**src/rtl/router_pkt_reg.sv**
```systemverilog
// Packet register stage for a router: accepts header/payload/parity bytes, forwards them to the
// destination FIFO through a skid buffer and checks parity. Define ROUTER_PKT_REG_LEN_CHK_EN for payload length checking.
module router_pkt_reg #(
  parameter int DATA_W     = 8,
  parameter int ADDR_W     = 2,
  parameter int NUM_CH     = 3,
  parameter int SKID_DEPTH = 2
) (
  input  logic              clock,
  input  logic              resetn,
  input  logic              soft_rst,
  input  logic              pkt_valid,
  input  logic [DATA_W-1:0] data_in,
  input  logic              fifo_full,
  output logic              busy,
  output logic [DATA_W-1:0] dout,
  output logic              write_enb,
  output logic [ADDR_W-1:0] dest,
  output logic              parity_done,
  output logic              err,
  output logic              len_err,
  output logic              drop
);

  localparam int PTR_W = (SKID_DEPTH > 1) ? $clog2(SKID_DEPTH) : 1;
  localparam int CNT_W = $clog2(SKID_DEPTH + 1);

  typedef enum logic [2:0] {
    S_IDLE, S_LFD, S_LOAD, S_DRAIN, S_CHK, S_DROP
  } state_t;

  state_t state_q, state_d;

  logic [DATA_W-1:0] skid_q [SKID_DEPTH];
  logic [PTR_W-1:0]  head_q, tail_q;
  logic [CNT_W-1:0]  cnt_q, cnt_d;
  logic [DATA_W-1:0] hdr_q, par_q, pkt_par_q, dout_q;
  logic [ADDR_W-1:0] dest_q;
  logic              wv_q, drop_q;

  logic busy_w, accept, skid_empty, hdr_ok;
  logic push, pop, direct, hdr_ld, pay_acc, par_acc;

  function automatic logic [PTR_W-1:0] ptr_inc(input logic [PTR_W-1:0] p);
    return (p == PTR_W'(SKID_DEPTH - 1)) ? '0 : p + PTR_W'(1);
  endfunction

  assign busy_w = (state_q == S_LFD) || (state_q == S_DRAIN) || (state_q == S_CHK) ||
                  ((state_q == S_LOAD) && (cnt_q == CNT_W'(SKID_DEPTH)));
  assign accept = !busy_w && (((state_q == S_IDLE) && pkt_valid) ||
                              (state_q == S_LOAD) || (state_q == S_DROP));
  assign skid_empty = (cnt_q == '0);
  assign hdr_ok     = ({1'b0, data_in[ADDR_W-1:0]} < (ADDR_W+1)'(NUM_CH));
  assign pay_acc    = accept && (state_q == S_LOAD) && pkt_valid;
  assign par_acc    = accept && (state_q == S_LOAD) && !pkt_valid;
  assign direct     = pay_acc && !fifo_full && skid_empty;
  assign push       = pay_acc && !(!fifo_full && skid_empty) && !soft_rst;
  assign pop        = !fifo_full && !skid_empty && !soft_rst &&
                      ((state_q == S_LOAD) || (state_q == S_DRAIN));
  assign hdr_ld     = (state_q == S_LFD) && !fifo_full;

  always_comb begin
    cnt_d = cnt_q;
    case ({push, pop})
      2'b10:   cnt_d = cnt_q + CNT_W'(1);
      2'b01:   cnt_d = cnt_q - CNT_W'(1);
      default: cnt_d = cnt_q;
    endcase
    if (soft_rst) cnt_d = '0;
  end

  always_comb begin
    state_d = state_q;
    case (state_q)
      S_IDLE:  if (accept) state_d = hdr_ok ? S_LFD : S_DROP;
      S_LFD:   if (!fifo_full) state_d = S_LOAD;
      S_LOAD:  if (par_acc) state_d = (cnt_d != '0) ? S_DRAIN : S_CHK;
      S_DRAIN: if (cnt_d == '0) state_d = S_CHK;
      S_CHK:   state_d = S_IDLE;
      S_DROP:  if (accept && !pkt_valid) state_d = S_IDLE;
      default: state_d = S_IDLE;
    endcase
    if (soft_rst) state_d = S_IDLE;
  end

  // The output stage holds a byte while the FIFO is full, so write_enb never meets fifo_full=1;
  // every load happens with fifo_full=0, so the stage is always free when reloaded.
  always_ff @(posedge clock) begin
    if (!resetn) begin
      state_q   <= S_IDLE;
      cnt_q     <= '0;
      head_q    <= '0;
      tail_q    <= '0;
      wv_q      <= 1'b0;
      dout_q    <= '0;
      dest_q    <= '0;
      hdr_q     <= '0;
      par_q     <= '0;
      pkt_par_q <= '0;
      drop_q    <= 1'b0;
    end else begin
      state_q <= state_d;
      cnt_q   <= cnt_d;
      drop_q  <= !soft_rst && accept && (state_q == S_IDLE) && !hdr_ok;
      if (soft_rst) begin
        head_q    <= '0;
        tail_q    <= '0;
        wv_q      <= 1'b0;
        par_q     <= '0;
        pkt_par_q <= '0;
      end else begin
        if (pop)  head_q <= ptr_inc(head_q);
        if (push) tail_q <= ptr_inc(tail_q);
        if (hdr_ld) begin
          dout_q <= hdr_q;
          wv_q   <= 1'b1;
        end else if (pop) begin
          dout_q <= skid_q[head_q];
          wv_q   <= 1'b1;
        end else if (direct) begin
          dout_q <= data_in;
          wv_q   <= 1'b1;
        end else if (!fifo_full) begin
          wv_q   <= 1'b0;
        end
        if (accept && (state_q == S_IDLE) && hdr_ok) begin
          hdr_q  <= data_in;
          dest_q <= data_in[ADDR_W-1:0];
          par_q  <= data_in;
        end
        if (pay_acc) par_q     <= par_q ^ data_in;
        if (par_acc) pkt_par_q <= data_in;
      end
    end
  end

  always_ff @(posedge clock) begin
    if (push) skid_q[tail_q] <= data_in;
  end

  assign busy        = busy_w;
  assign dout        = dout_q;
  assign write_enb   = wv_q && !fifo_full && !soft_rst && resetn;
  assign dest        = dest_q;
  assign parity_done = (state_q == S_CHK) && !soft_rst;
  assign err         = parity_done && (par_q != pkt_par_q);
  assign drop        = drop_q;

`ifdef ROUTER_PKT_REG_LEN_CHK_EN
  logic [DATA_W-ADDR_W-1:0] len_q;

  always_ff @(posedge clock) begin
    if (!resetn || soft_rst) begin
      len_q <= '0;
    end else if (accept && (state_q == S_IDLE)) begin
      len_q <= '0;
    end else if (pay_acc) begin
      len_q <= len_q + (DATA_W-ADDR_W)'(1);
    end
  end

  assign len_err = parity_done && (len_q != hdr_q[DATA_W-1:ADDR_W]);
`else
  assign len_err = 1'b0;
`endif

endmodule

```
**config.mk**
```make
export PLATFORM = sky130hd
export DESIGN_NAME = router_pkt_reg
export DESIGN_NICKNAME = d
export VERILOG_FILES = /design/src/rtl/router_pkt_reg.sv
export SDC_FILE = /design/constraint.sdc
export NUM_CORES = 1
export LEC_CHECK = 0
export CAP_MARGIN = 20
export CORE_MARGIN = 5
export CORE_UTILIZATION = 36
export CTS_CLUSTER_SIZE = 40
export DETAILED_ROUTE_END_ITERATION = 16
export GPL_ROUTABILITY_DRIVEN = 0
export PLACE_DENSITY = 0.67
export SYNTH_ARGS = -nofsm -noshare
export SYNTH_HDL_FRONTEND = slang
export SYNTH_SLANG_ARGS = --single-unit
export TNS_END_PERCENT = 5
```
**constraint.sdc**
```tcl
create_clock -name clock -period 2.9 [get_ports clock]
set_clock_uncertainty 0.05 [all_clocks]
set_input_delay 0.435 -clock clock [delete_from_list [all_inputs] [get_ports clock]]
set_output_delay 0.435 -clock clock [all_outputs]
set_load 0.05 [all_outputs]
```
==> run summary <==
worst-skew pair later-pin latency: 340 ps
die height: 97.78 um
cell area after synthesis: 2774 um^2
Critical Path Sink Type: flip-flop
period utilisation layout: 96.67%
r2r setup slk: 310 ps
Num CTS Buffers: 9
Pins Over Slew Limit: 0
largest net degree at the start of global routing: 27
initial antenna violation count: 0
1st-iter DRT viols: 140
vias in the first global route: 2202
CTS tree: built
Synth area leaders: dfxtp_1 30%, edfxtp_1 17%, mux2i_1 8.7%
area delta synth->final: 24.76%
final total power: 1916 uW
routed len/inst: 16.42 um
WS Path Type: input pin to flip-flop
Starting Density: 36.46%
Leak Pwr: 0.001265 uW
die footprint: 9561 um^2
final instance area: 3461 um^2
Hold Startpoint: hdr_q[5]
crit-path cells: clkdlybuf4s50_1, or4b_4, or2_1, clkinv_4, ha_1, a221oi_2, or3b_1, a311oi_1
Final #Nets: 334
number of synthesized flops with an enable pin: 16
Cell Area, Placed: 3221 um^2
Final Hold Viols: 0
asr flop ratio synth: 0%
CP required: 3100 ps
Synthesis Warnings: 0
critical path fanouts, max: 4
Cells after Synth: 281
most common cell after layout, fill and taps aside: dfxtp_1
CTS Hold Buffers Added: 0
post-synth top area share: 30.31%
# DRC: 0
HP Class: flip-flop to flip-flop
Net Count, Synth: 295
First-pass DRT Iterations: 4
total number of vias: 2296
status: finished, final reports clean
Worst Hold Path EP: dout[5]
ANT nets after route: 0
commonest cells after routing, fill and taps aside: 42 x dfxtp_1, 29 x buf_4, 24 x mux2i_1, 23 x clkdlybuf4s50_1, 20 x nand3_1
share of cells above drive strength 1: 15.69%
Main synth FF type: dfxtp_1
Yosys top cell by area: dfxtp_1
GR Util All Layers: 14.77%
CTS sink cnt: 58
Clock Root Buffer: clkbuf_8
r2r startpoint: state_q[2]
Power Dens Cells: 553.7 nW/um^2
final wirelength: 7013 um
#FFs+latches synth: 58
sequential cell area fraction in the yosys report: 47.63%
worst-case clock buffer depth: 2
via/cell ratio: 5.377
crit path buf inv count: 2
min Tclk post-route: 2804 ps
Critical R2R Capture: state_q[1]
Crit path largest cell delay: 540 ps
Netlist cell types: 46
RSZ-0062 raised after global routing: no
Max IR drop VDD: 0.2863 mV
Startpoint Class: input pin
H-tree depth: 3
# Max-Cap Violations: 0
clk slew on worst S/H paths: 70 ps
syn_area_per_cell: 9.872 um^2
Ports: 29
Max transition margin: 53.04%
row cnt: 32
GRT overflow: 0
Hold Crit Depth: 2
reg2reg path depth: 7
final setup fails: 0
first-pass GRT wire length: 11300 um
port bufs: 27
Die X: 97.78 um
Core Region: 7607 um^2
CP Data Arrival Time: 3010 ps
Final HPWL DP: 4849 um
crit path max-delay cell type: or4b_4
CP delay by family, top: simple AND/OR/NAND/NOR gates
diodes inserted: 0
Worst Max-Slew Pin Slew: 702.6 ps
Max Clk Rate: 356.7 MHz
[registers in the layout (all words and copies together), names as in the netlist, 2 cells and up, named ones only]
register,count
cnt_q,2
par_q,8
pkt_par_q,8
hdr_q,8
dout,8
skid_q,16
state_q,3
[metrics by stage]
| step | hold WS, ps | instances | setup TNS, ps | setup WS [ps] | utilization, % |
|---|---|---|---|---|---|
| 4_1_cts | 419.8 | 427 | 0 | 103.2 | 45.41 |
| 5_1_grt | 447.4 | 427 | 0 | 22.11 | 45.49 |
| 2_1_floorplan | 396.8 | 281 | 0 | 29.77 | - |
| 3_5_place_dp | 411.7 | 411 | -465.7 | -248.8 | 42.34 |
| 3_3_place_gp | 411.0 | 411 | -292.3 | -171.9 | 42.34 |
| 6_report | 422.5 | 427 | 0 | 96.46 | 45.49 |
[report_power, final]
part	switching (uW)	internal (uW)
logic	98.6	63.7
registers	9.35	845
clock network	330	570
total	438	1480
[cells in the mapped netlist (2+ instances only)]
library cell / count
buf_4: 5
nand3_1: 20
nand2b_1: 3
a211oi_1: 2
o31ai_1: 8
nor3_1: 19
xor2_1: 9
or4b_1: 2
xnor2_1: 3
nand2_1: 9
dfxtp_1: 42
nor4_1: 4
nor2b_1: 13
buf_6: 4
nor3b_1: 2
inv_1: 3
or3_1: 2
a31oi_1: 18
nor2_1: 14
buf_1: 2
edfxtp_1: 16
clkbuf_1: 9
buf_2: 5
mux2i_1: 24
o21ai_0: 11
a21oi_1: 12
[kinds of logic (layout without fill, tap and decap cells)]
| group | count (synthesis) | after routing | share of synthesized area [%] |
|---|---|---|---|
| and+or+nand+nor | 98 | 98 | 19.58 |
| AOI/OAI and AO/OA | 58 | 58 | 13.67 |
| DFF | 58 | 58 | 47.63 |
| buffers and inverters | 29 | 73 | 6.089 |
| muxes | 24 | 24 | 8.660 |
| xor gates and xnor gates | 12 | 12 | 3.789 |
| adders and majority gates | 1 | 1 | 0.4510 |
| other | 1 | 1 | 0.1352 |
[routing by layer]
layer	track usage [%]	share of wire (%)	up-vias
met5	0	0	-
met1	20.74	44	1092
met4	4.579	0.80	0
met3	4.286	8.6	9
li1	-	-	1105
met2	21.98	46	90
[timing repair]
action / 4_1_cts / 5_1_grt
gates resized for setup: 0 / 1
endpoints found under the setup margin: 0 / 1
setup buffers: 0 / 0
[final cells by class]
type / count / area (um^2)
Multi-Input combinational cell: 194 / 1290
Tap cell: 102 / 127.6
Inverter: 4 / 20.02
Fill cell: 731 / 4146
Clock buffer: 11 / 131.4
Timing Repair Buffer: 53 / 467.9
Sequential cell: 58 / 1321
Clock inverter: 5 / 102.6
[how the worst max path moves through the flow]
| stage | start | cells after the start | to | slack (ps) |
|---|---|---|---|---|
| 2_1_floorplan | soft_rst | 10 | state_q[1] | 30 |
| 3_3_place_gp | soft_rst | 8 | state_q[1] | -170 |
| 3_5_place_dp | soft_rst | 8 | state_q[1] | -250 |
| 4_1_cts | soft_rst | 8 | state_q[1] | 100 |
| 5_1_grt | soft_rst | 8 | state_q[1] | 20 |
| 6_report | soft_rst | 8 | state_q[1] | 100 |
[worst min-delay path, cell delays in order (launching register included)]
cell	delay, ps
dfxtp_1	310
nand2_1	50
a31oi_1	70
No activity file was read; power rests on OpenSTA's default activity.
